===== config.mk =====
export PLATFORM = sky130hd
export DESIGN_NAME = alu_sequencer
export DESIGN_NICKNAME = d
export VERILOG_FILES = /design/src/rtl/alu_sequencer.sv
export SDC_FILE = /design/constraint.sdc
export NUM_CORES = 1
export LEC_CHECK = 0
export CELL_PAD_IN_SITES_DETAIL_PLACEMENT = 2
export CELL_PAD_IN_SITES_GLOBAL_PLACEMENT = 2
export CORE_MARGIN = 2
export CORE_UTILIZATION = 27
export CTS_CLUSTER_SIZE = 30
export DETAILED_ROUTE_END_ITERATION = 10
export PLACE_DENSITY = 0.79
export SETUP_SLACK_MARGIN = 0.2
export SYNTH_ARGS = -nofsm -noshare
export SYNTH_HDL_FRONTEND = slang
export SYNTH_SLANG_ARGS = --single-unit

===== constraint.sdc =====
create_clock -name clk4 -period 3.7 [get_ports clk4]
set_clock_uncertainty 0.05 [all_clocks]
set_input_delay 0.74 -clock clk4 [delete_from_list [all_inputs] [get_ports clk4]]
set_output_delay 0.74 -clock clk4 [all_outputs]
set_load 0.02 [all_outputs]

===== src/rtl/alu_sequencer.sv =====
// alu_sequencer: phase-based controller for the 4-bit ALU + accumulator datapath.
// Accepts {opcode, operand} instructions over a valid/ready handshake, runs a
// FETCH -> EXEC cycle per instruction, drives ALU select / accumulator / bus
// enables, latches Z/C flags and resolves jumps for the program counter.
// Optional feature macro: SEQ_SINGLE_STEP_EN (adds a step input and WAIT state).
module alu_sequencer #(
    parameter int         DATA_W  = 4,
    parameter logic [3:0] HALT_OP = 4'hF
) (
    input  logic                clk4,
    input  logic                reset4,
    input  logic [2*DATA_W-1:0] instr,
    input  logic                instr_valid,
    output logic                instr_ready,
    input  logic                alu_z,
    input  logic                alu_c,
    output logic [2:0]          alu_sel,
    output logic                en_acu,
    output logic                en_bus_in,
    output logic                en_bus_out,
    output logic                pc_inc,
    output logic                pc_load,
    output logic [DATA_W-1:0]   jump_target,
    output logic                flag_z,
    output logic                flag_c,
    output logic                halted,
    input  logic                resume,
    output logic                illegal
`ifdef SEQ_SINGLE_STEP_EN
    ,
    input  logic                step
`endif
);

    typedef enum logic [1:0] {
        S_FETCH = 2'd0,
        S_EXEC  = 2'd1,
        S_HALT  = 2'd2,
        S_WAIT  = 2'd3
    } state_t;

    state_t              state_reg;
    state_t              state_next;
    logic [2*DATA_W-1:0] ir_reg;
    logic                flag_z_reg;
    logic                flag_c_reg;
    logic                illegal_reg;

    // Decode side-effects that land at the edge ending EXEC.
    logic                upd_flags;
    logic                undef_op;
    logic [3:0]          opcode;

    assign opcode      = ir_reg[2*DATA_W-1:DATA_W];
    assign jump_target = ir_reg[DATA_W-1:0];
    assign flag_z      = flag_z_reg;
    assign flag_c      = flag_c_reg;
    assign illegal     = illegal_reg;

    // State, instruction register, flags and sticky illegal flag.
    always_ff @(posedge clk4 or posedge reset4) begin
        if (reset4) begin
            state_reg   <= S_FETCH;
            ir_reg      <= '0;
            flag_z_reg  <= 1'b0;
            flag_c_reg  <= 1'b0;
            illegal_reg <= 1'b0;
        end else begin
            state_reg <= state_next;
            if (pc_inc) begin
                ir_reg <= instr;
            end
            if (state_reg == S_EXEC) begin
                if (upd_flags) begin
                    flag_z_reg <= alu_z;
                    flag_c_reg <= alu_c;
                end
                if (undef_op) begin
                    illegal_reg <= 1'b1;
                end
            end
        end
    end

    // Next-state logic and per-phase control outputs; enables only live in EXEC.
    always_comb begin
        state_next  = state_reg;
        instr_ready = 1'b0;
        pc_inc      = 1'b0;
        pc_load     = 1'b0;
        alu_sel     = 3'b000;
        en_acu      = 1'b0;
        en_bus_in   = 1'b0;
        en_bus_out  = 1'b0;
        halted      = 1'b0;
        upd_flags   = 1'b0;
        undef_op    = 1'b0;
        case (state_reg)
            S_FETCH: begin
                instr_ready = 1'b1;
                if (instr_valid) begin
                    pc_inc     = 1'b1;
                    state_next = S_EXEC;
                end
            end
            S_EXEC: begin
                case (opcode)
                    4'h1: begin alu_sel = 3'b010; en_bus_in = 1'b1; en_acu = 1'b1; end
                    4'h2: begin alu_sel = 3'b011; en_bus_in = 1'b1; en_acu = 1'b1; upd_flags = 1'b1; end
                    4'h3: begin alu_sel = 3'b001; en_bus_in = 1'b1; en_acu = 1'b1; upd_flags = 1'b1; end
                    4'h4: begin alu_sel = 3'b100; en_bus_in = 1'b1; en_acu = 1'b1; upd_flags = 1'b1; end
                    4'h5: begin alu_sel = 3'b001; en_bus_in = 1'b1; upd_flags = 1'b1; end
                    4'h6: en_bus_out = 1'b1;
                    // Conditional jumps look at flags latched by earlier instructions.
                    4'h7: pc_load = flag_c_reg;
                    4'h8: pc_load = ~flag_c_reg;
                    4'h9: pc_load = flag_z_reg;
                    4'hA: pc_load = ~flag_z_reg;
                    4'hB: pc_load = 1'b1;
                    4'hC, 4'hD, 4'hE: undef_op = 1'b1;
                    default: ;
                endcase
                if (opcode == HALT_OP) begin
                    state_next = S_HALT;
                end else begin
`ifdef SEQ_SINGLE_STEP_EN
                    state_next = S_WAIT;
`else
                    state_next = S_FETCH;
`endif
                end
            end
            S_HALT: begin
                halted = 1'b1;
                if (resume) begin
                    state_next = S_FETCH;
                end
            end
`ifdef SEQ_SINGLE_STEP_EN
            S_WAIT: begin
                if (step) begin
                    state_next = S_FETCH;
                end
            end
`endif
            default: state_next = S_FETCH;
        endcase
    end

endmodule


==> flow_summary.yaml, run 1 <==
timing:
  max_frequency_mhz: 347
  final_max_slew_viol_count: 0
  setup_repair_after_global_routing_missed_its_margin: "false"
  worst_pin_slew_ns: 0.503
  setup-tns-final_ns: 0
  finalHoldViolCount: 0
  finalCritPeriodShare: 0.780
  maxSlewHeadroom: 0.664
  fin_crit_ns: 2.89
  final-setup-viol-count: 0
routing:
  initialDrtViolationCount: 1
  drt-pass1-iter-count: 2
  drt.antenna.violating_nets: 0
  routed_via_count: 577
  avgViaCountPerCell: 4.73
  drcViolationCount: 0
  finalWirelength_um: 1850
  drt-wirelength-per-cell_um: 15.2
cts:
  cts_buffers: 3
  clock_transition_time_at_the_flip_flop_clock_pins_of_the_worst_setup_and_hold_paths_ns: 0.07
  post_cts_resized: 0
  cts_num_sinks: 13
  clock_latency_ns: 0.28
  cts.htree.levels: 1
  clk_root_buffer_cell: "clkbuf_4"
  ctsLongestPathBuffers: 2
  postCtsSetupRepairBufs: 0
  hold_buffers: 0
  cts_tree: "done"
floorplanning:
  floorplan.die.height_um: 56.5
  die_w_um: 56.5
  initial_utilization: 0.277
  placement_rows: 19
  floorplan_core_area_sq_mm: 0.00269
  die-area_sq_mm: 0.00319
  io-pin-count: 31
global_routing:
  initial_antenna_violation_count: 0
  grt_pass1_wl_um: 3110
  groute.usage.overall: 0.129
  grt-ovfl-total: 0
  via_count_of_the_first_global_routing_pass: 656
  grt_start_max_net_pins: 14
worst_setup_path:
  source_of_the_critical_timing_path: "instr_valid"
  reg2reg_slack_ns: 2.17
  crit-reg2reg-launch: "ir_reg[5]"
  worst-path-max-fanout: 9
  criticalPathCategory: "primary input to primary output"
  cp_data_required_time_ns: 2.91
  crit_path_end_kind: "primary output"
  arrival_ns: 2.10
  setup_crit_start_kind: "primary input"
  regToRegEndpoint: "flag_z"
  rr_worst_depth: 3
layout:
  syn_to_final_growth_pct: 41.2
  regArea_sq_um: 325
  n_antenna_cell: 0
  num-fill-cells: 289
  footprint_of_the_multi_input_gates_sq_um: 352
  fraction_of_layout_cells_with_a_size_suffix_above_1: 0.187
  largest_register_ffs: 8
  final_util: 0.391
  final_net_count: 106
logic_synthesis:
  syn-num-nets: 79
  yosysTopAreaCellShare: 0.438
  yosysUniqueCellTypes: 29
  synthCells: 65
  ys_seq_elements: 13
  synth_sequential_area_ratio: 0.438
  yosys.area.top_type: "dfrtp_1"
  ys_warn_count: 0
  synth.top_cells.by_area: "dfrtp_1 (44%), mux2_4 (16%), buf_4 (5.1%)"
  synth_area_per_cell_sq_um: 11.4
  synth_area_sq_um: 743
run:
  cap_violations: 0
placed_design:
  dp.final_hpwl_um: 1480
  globalplace.congestion: 0.669
  place.port_buffers: 30
min_path:
  holdPathEnd: "illegal"
  holdCritStartpoint: "illegal"
  hold_depth: 1
  hold_path.class: "flop to flop"
power_and_ir_drop:
  power_density_mw_per_mm2: 514
  vdd_ir_drop_max_mv: 0.311
  power.static_leakage_uw: 0.000424
  totalPowerFinal_uw: 540
status:
  run_status: "finished, final reports clean"
Yosys cell counts:
| master | count |
|---|---|
| nor2b_1 | 2 |
| nand2_1 | 2 |
| mux2_4 | 8 |
| nand2b_1 | 2 |
| a211oi_1 | 1 |
| nand3_1 | 2 |
| nand3b_1 | 1 |
| o2bb2ai_1 | 1 |
| nor3_1 | 4 |
| xnor2_1 | 1 |
| o32ai_1 | 1 |
| o21ai_2 | 1 |
| a21oi_1 | 1 |
| a41o_1 | 1 |
| o21a_1 | 1 |
| inv_1 | 2 |
| buf_4 | 5 |
| dfrtp_1 | 13 |
| and2b_1 | 2 |
| nor2_1 | 3 |
| buf_6 | 1 |
| o22ai_1 | 1 |
| and2_1 | 1 |
| and2_4 | 1 |
| nor3b_2 | 1 |
| nor2_2 | 1 |
| mux2_2 | 2 |
| buf_2 | 2 |
| nor3b_1 | 1 |
cell type report:
class / instances / share of cell area
Inverter: 2 / 0.00715
Sequential cell: 13 / 0.310
Clock buffer: 4 / 0.0250
Timing Repair Buffer: 30 / 0.286
Multi-Input combinational cell: 42 / 0.335
Tap cell: 31 / 0.0369
how the worst max path moves through the flow:
stage	endpoint	slack (ns)	depth (start not counted)
after detailed placement	pc_inc	0.81	3
after floorplan	en_bus_in	1.60	3
after global placement	pc_inc	0.83	3
final	pc_inc	0.81	3
after global routing	pc_inc	0.77	3
after CTS	pc_inc	0.81	3
layout by cell type, fill, tap and decap left out, drive strengths merged:
cell type      synthesis  routed
inv                    2       2
o21ai                  1       1
nand2                  2       2
nor3b                  2       2
o21a                   1       1
nor2b                  2       2
nand3                  2       2
o32ai                  1       1
a211oi                 1       1
o2bb2ai                1       1
nor2                   4       4
dfrtp                 13      13
clkdlybuf4s50          0      30
nand2b                 2       2
nand3b                 1       1
nor3                   4       4
mux2                  10      10
and2b                  2       2
clkbuf                 0       4
xnor2                  1       1
and2                   2       2
o22ai                  1       1
a41o                   1       1
a21oi                  1       1
cells by family (layout without fill, tap and decap cells):
| family | count (synthesis) | count (layout) | share of synthesized area |
|---|---|---|---|
| buffers and inverters | 10 | 36 | 0.0892 |
| DFF | 13 | 13 | 0.438 |
| muxes | 10 | 10 | 0.192 |
| AOI/OAI and AO/OA | 8 | 8 | 0.0842 |
| and+or+nand+nor | 23 | 23 | 0.185 |
| xor gates and xnor gates | 1 | 1 | 0.0118 |
metal layers:
metal,wire (um),vias up,track usage,part of all wire
li1,-,275,-,-
met1,708,273,0.144,0.38
met2,967,23,0.219,0.52
met3,126,6,0.0300,0.068
met4,46,0,0.0816,0.025
met5,0,-,0,0
critical path, stage by stage:
cell             delay, ns
clkdlybuf4s50_1       0.47
and2_4                0.24
clkdlybuf4s50_1       0.64
per-stage QoR:
| step | hold WS [ns] | area [sq um] | setup WS [ns] | instances |
|---|---|---|---|---|
| 4_1_cts | 0.469 | 1050 | 0.807 | 122 |
| 3_3_place_gp | 0.401 | 1020 | 0.833 | 118 |
| 2_1_floorplan | 0.433 | 743 | 1.60 | 65 |
| 3_5_place_dp | 0.451 | 1020 | 0.810 | 118 |
| 5_1_grt | 0.503 | 1050 | 0.772 | 122 |
| 6_report | 0.462 | 1050 | 0.814 | 122 |
where the power goes:
part,internal (uW),leakage (uW),switching [uW]
Clock,41.9,0.0000150,46.4
Sequential,175,0.000152,48.5
Combinational,130,0.000257,97.3
Note: power is estimated with default switching activity, not from simulation.
==> inputs of run 2 (changes only) <==
--- a/config.mk
+++ b/config.mk
@@ -8,10 +8,10 @@
 export CELL_PAD_IN_SITES_DETAIL_PLACEMENT = 2
 export CELL_PAD_IN_SITES_GLOBAL_PLACEMENT = 2
 export CORE_MARGIN = 2
-export CORE_UTILIZATION = 27
+export CORE_UTILIZATION = 22
 export CTS_CLUSTER_SIZE = 30
 export DETAILED_ROUTE_END_ITERATION = 10
-export PLACE_DENSITY = 0.79
+export PLACE_DENSITY = 0.68
 export SETUP_SLACK_MARGIN = 0.2
 export SYNTH_ARGS = -nofsm -noshare
 export SYNTH_HDL_FRONTEND = slang
==> constraint.sdc (replaced) <==
create_clock -name clk4 -period 2.5 [get_ports clk4]
set_clock_uncertainty 0.05 [all_clocks]
set_input_delay 0.5 -clock clk4 [delete_from_list [all_inputs] [get_ports clk4]]
set_output_delay 0.5 -clock clk4 [all_outputs]
set_load 0.02 [all_outputs]
==> run 2 against run 1 <==
Net effect: global-route usage shrank 2.9 points; sequential share of layout area decreased by 0.27 points; combinational power increased by 46%; highest routed layer unchanged.
==> flow_summary.yaml, run 2 (synthesis gave the netlist of run 1 again) <==
status:
  run_status: "finished, final reports clean"
timing:
  setup-tns-final_ns: 0
  finalHoldViolCount: 0
  worst_pin_slew_ns: 0.499
  final-setup-viol-count: 0
  fin_crit_ns: 2.19
  maxSlewHeadroom: 0.667
  max_frequency_mhz: 457
  setup_repair_after_global_routing_missed_its_margin: "true"
  finalCritPeriodShare: 0.876
  final_max_slew_viol_count: 0
routing:
  drcViolationCount: 0
  drt.antenna.violating_nets: 0
  initialDrtViolationCount: 19
  drt-wirelength-per-cell_um: 13.2
  finalWirelength_um: 1820
  drt-pass1-iter-count: 3
  routed_via_count: 580
  avgViaCountPerCell: 4.20
worst_setup_path:
  setup_crit_start_kind: "flop"
  cp_data_required_time_ns: 1.95
  arrival_ns: 1.64
  worst_path_dominant_cell_family: "simple AND/OR/NAND/NOR gates"
  cpMaxStageDelayCell: "dfrtp_1"
  path_depth: 4
  setup.worst_path.end: "en_bus_out"
  crit_path_cell_trace: "nor3b_4 > nand2_1 > nor3b_1 > dlygate4sd2_1"
  cpPeakStageDelay_ns: 0.47
  worst-path-max-fanout: 6
  regToRegEndpoint: "flag_c"
  reg2reg_slack_ns: 1.04
  rr_worst_depth: 3
  criticalPathCategory: "flop to primary output"
  crit-reg2reg-launch: "ir_reg[6]"
  source_of_the_critical_timing_path: "ir_reg[7]"
  crit_path_end_kind: "primary output"
  cp_num_buf_inv: 1
layout:
  final_cell_area_sq_mm: 0.00107
  syn_to_final_growth_pct: 43.6
  most-common-layout-cells: "clkdlybuf4s50_1 (22), dfrtp_1 (11), mux2_4 (8), nor3_1 (4), dlygate4sd2_1 (4)"
  layout_commonest_cell: "clkdlybuf4s50_1"
  fraction_of_layout_cells_with_a_size_suffix_above_1: 0.250
  footprint_of_the_multi_input_gates_sq_um: 358
  n_antenna_cell: 0
  regArea_sq_um: 328
  final_net_count: 107
  largest_register_ffs: 8
  num-fill-cells: 372
cts:
  hold_buffers: 0
  cts_tree: "done"
  ctsLongestPathBuffers: 2
  clock_transition_time_at_the_flip_flop_clock_pins_of_the_worst_setup_and_hold_paths_ns: 0.08
  cts_buffers: 3
  cts.htree.levels: 1
  cts_num_sinks: 13
  clk_root_buffer_cell: "clkbuf_4"
  clock_latency_ns: 0.27
run:
  cap_violations: 0
global_routing:
  grt_pass1_wl_um: 3050
  grt-ovfl-total: 0
  global_route.peak_usage_layer: "met2"
  initial_antenna_violation_count: 0
  grtUsageMet1: 0.127
  groute.usage.overall: 0.0999
  grt_use_met3: 0.0308
  grt_start_max_net_pins: 14
  use_met2: 0.154
  via_count_of_the_first_global_routing_pass: 617
power_and_ir_drop:
  power_density_mw_per_mm2: 743
  vdd_ir_drop_max_mv: 0.197
  power.static_leakage_uw: 0.000461
  totalPowerFinal_uw: 793
placed_design:
  dp.final_hpwl_um: 1390
  place.port_buffers: 30
  place_area_sq_mm: 0.00105
  globalplace.congestion: 0.766
min_path:
  hold_depth: 1
  hold_path.class: "flop to flop"
floorplanning:
  die-area_sq_mm: 0.00386
  io-pin-count: 31
  die_w_um: 62.1
  floorplan_core_area_sq_mm: 0.00328
  floorplan.die.height_um: 62.1
  placement_rows: 21
  initial_utilization: 0.226
[run 2: what timing repair did]
item | 4_1_cts | 5_1_grt
pin swaps | 0 | 1
resized for setup | 8 | 12
buffers inserted | 0 | 0
endpoints found under the setup margin | 7 | 7
[run 2: layer usage]
metal / share of wire / vias up
li1: - / 275
met1: 0.46 / 282
met2: 0.47 / 21
met3: 0.053 / 2
met4: 0.015 / 0
met5: 0 / -
[run 2: power breakdown]
group	switching, uW	leakage [uW]	internal [uW]
sequential	72.4	0.000150	261
clock	66.8	0.0000150	61.7
combinational	144	0.000296	187
total	283	0.000461	510
[run 2: metrics by stage]
stage / worst slack (ns) / hold slack, ns / utilization / std cells
after floorplan: 0.640 / 0.327 / - / 65
after global placement: 0.212 / 0.420 / 0.320 / 134
after detailed placement: 0.211 / 0.414 / 0.320 / 134
after CTS: 0.211 / 0.434 / 0.325 / 138
after global routing: 0.157 / 0.467 / 0.325 / 138
final: 0.310 / 0.421 / 0.325 / 138
[run 2: worst min-delay path by stage]
stage / end / slack, ns / from
final: illegal / 0.42 / illegal
after global routing: illegal / 0.47 / illegal
after CTS: illegal / 0.43 / illegal
after detailed placement: illegal / 0.41 / illegal
after global placement: illegal / 0.42 / illegal
after floorplan: flag_c / 0.33 / reset4
[run 2: final cells by class]
class / instances / share of cell area
multi-input cells: 42 / 0.335
clock buffers: 4 / 0.0246
flip-flops and latches: 13 / 0.307
inverters: 2 / 0.00703
repair buffers: 31 / 0.272
well taps: 46 / 0.0539
==> inputs of run 3 (changes only) <==
--- a/config.mk
+++ b/config.mk
@@ -8,10 +8,10 @@
 export CELL_PAD_IN_SITES_DETAIL_PLACEMENT = 2
 export CELL_PAD_IN_SITES_GLOBAL_PLACEMENT = 2
 export CORE_MARGIN = 2
-export CORE_UTILIZATION = 22
+export CORE_UTILIZATION = 25
 export CTS_CLUSTER_SIZE = 30
 export DETAILED_ROUTE_END_ITERATION = 10
-export PLACE_DENSITY = 0.68
+export PLACE_DENSITY = 0.74
 export SETUP_SLACK_MARGIN = 0.2
 export SYNTH_ARGS = -nofsm -noshare
 export SYNTH_HDL_FRONTEND = slang
==> constraint.sdc (replaced) <==
create_clock -name clk4 -period 2.17 [get_ports clk4]
set_clock_uncertainty 0.05 [all_clocks]
set_input_delay 0.434 -clock clk4 [delete_from_list [all_inputs] [get_ports clk4]]
set_output_delay 0.434 -clock clk4 [all_outputs]
set_load 0.02 [all_outputs]
==> run 3 against run 2 <==
Net effect: final area increased by 8.1%; critical path depth unchanged; cell count decreased by 3.6%; hold slack improved by 0.010 ns; clock power increased by 19%; critical path type unchanged; highest routed layer unchanged.
==> flow_summary.yaml, run 3 (synthesis gave the netlist of run 1 again) <==
worst_setup_path:
  crit_path_cell_trace: "and2b_2 > nand2b_1 > a211oi_2 > buf_2"
  crit_path_end_kind: "primary output"
  worst-path-max-fanout: 4
  cp_num_buf_inv: 1
  criticalPathCategory: "flop to primary output"
  cpMaxStageDelayCell: "dfrtp_1"
  worst_path_dominant_cell_family: "flip-flops"
  cpPeakStageDelay_ns: 0.43
  setup_crit_start_kind: "flop"
  cp_data_required_time_ns: 1.69
  arrival_ns: 1.51
cts:
  cts_tree: "done"
  cts_num_sinks: 13
  clock_transition_time_at_the_flip_flop_clock_pins_of_the_worst_setup_and_hold_paths_ns: 0.08
  clk_root_buffer_cell: "clkbuf_4"
  hold_buffers: 0
  cts.htree.levels: 1
  clock_latency_ns: 0.28
  ctsLongestPathBuffers: 2
  cts_buffers: 3
routing:
  avgViaCountPerCell: 4.80
  drt-wirelength-per-cell_um: 15.2
  drcViolationCount: 0
  drt.antenna.violating_nets: 0
  routed_via_count: 638
  finalWirelength_um: 2020
  initialDrtViolationCount: 8
  drt-pass1-iter-count: 4
placed_design:
  dp.final_hpwl_um: 1440
  place.port_buffers: 30
  globalplace.congestion: 0.683
  numPlacedInstances: 121
power_and_ir_drop:
  clk_network_pwr_share: 0.153
  power_density_mw_per_mm2: 867
  vdd_ir_drop_max_mv: 0.462
  internal_power_uw: 640
  power.static_leakage_uw: 0.000508
  sequentialPowerShare: 0.373
  power.share.switching: 0.360
  net-switching-power_uw: 360
  totalPowerFinal_uw: 1000
  combPwrFrac: 0.474
floorplanning:
  floorplan.die.height_um: 58.5
  die-area_sq_mm: 0.00343
  initial_utilization: 0.267
  placement_rows: 19
  die_w_um: 58.5
  io-pin-count: 31
  floorplan_core_area_sq_mm: 0.00278
layout:
  n_antenna_cell: 0
  fraction_of_layout_cells_with_a_size_suffix_above_1: 0.471
  largest_register_ffs: 8
  final_cells: 133
  layout_commonest_cell: "clkdlybuf4s50_1"
  syn_to_final_growth_pct: 55.2
  final_net_count: 117
  num-fill-cells: 312
  most-common-layout-cells: "clkdlybuf4s50_1 (20), buf_4 (11), dfrtp_1 (9), mux2_4 (8), buf_2 (5)"
timing:
  final-setup-viol-count: 0
  worst_pin_slew_ns: 0.500
  finalCritPeriodShare: 0.920
  max_frequency_mhz: 501
  hold_ws_ns: 0.431
  final_max_slew_viol_count: 0
  finalHoldViolCount: 0
  maxSlewHeadroom: 0.667
  fin_crit_ns: 2.00
  setup_repair_after_global_routing_missed_its_margin: "true"
run:
  cap_violations: 0
global_routing:
  initial_antenna_violation_count: 0
  groute.usage.overall: 0.129
  grt-ovfl-total: 0
  grt_start_max_net_pins: 14
  via_count_of_the_first_global_routing_pass: 701
  grt_pass1_wl_um: 3310
status:
  run_status: "finished, final reports clean"
min_path:
  hold_path.class: "primary input to asynchronous set/reset pin"
run 3: cell count changes in the layout (fill, tap and decap cells not counted), moves of 2 or more:
cell,before,now
buf_4,1,11
buf_2,0,5
nor3_1,4,1
nor3_2,0,3
clkbuf_2,3,1
clkdlybuf4s50_1,22,20
dfrtp_1,11,9
dfrtp_2,2,4
dlygate4sd2_1,4,2
run 3: repair_timing:
action                     4_1_cts  5_1_grt
setup endpoints to repair       10        8
setup buffers                    6        2
gates resized for setup         43       10
pin swaps                        1        2
run 3: through the flow:
| step | area, sq um | setup TNS (ns) | setup WS (ns) | util |
|---|---|---|---|---|
| 5_1_grt | 1150 | 0 | 0.0708 | 0.415 |
| 3_5_place_dp | 1050 | -0.0313 | -0.0313 | 0.376 |
| 2_1_floorplan | 743 | 0 | 0.376 | - |
| 6_report | 1150 | 0 | 0.174 | 0.415 |
| 3_3_place_gp | 1050 | 0 | 0.0431 | 0.376 |
| 4_1_cts | 1120 | 0 | 0.169 | 0.403 |
run 3: power by group through the flow:
stage                     sequential [uW]  clock [uW]  combinational (uW)
after floorplan                       372           0                 260
after detailed placement              387           0                 406
after CTS                             373         161                 462
after global placement                380           0                 392
after global routing                  388         173                 510
final                                 373         153                 474
run 3: path summary, 6_finish.rpt:
path	from	endpoint	slack (ns)	cells after the start
max reg2reg	state_reg[1]	ir_reg[7]	0.63	5
min in group clk4	illegal	illegal	0.45	1
max in group asynchronous	reset4	ir_reg[5]	1.28	2
min	reset4	ir_reg[2]	0.43	2
min reg2reg	illegal	illegal	0.45	1
max	state_reg[1]	en_bus_in	0.17	4
run 3: final cells by class:
type / count / area (sq um) / area share
Multi-Input combinational cell: 42 / 389 / 0.337
Tap cell: 31 / 38.8 / 0.0336
Sequential cell: 13 / 330 / 0.286
Timing Repair Buffer: 41 / 362 / 0.313
Clock buffer: 4 / 26.3 / 0.0228
Inverter: 2 / 7.51 / 0.00651
run 3: routing by layer:
metal	vias to the layer above	routed length, um	share of wire	GRT usage
met2	23	1090	0.54	0.222
met3	4	136	0.067	0.0396
li1	294	-	-	-
met4	0	27	0.013	0.0598
met5	-	0	0	0
met1	317	767	0.38	0.147
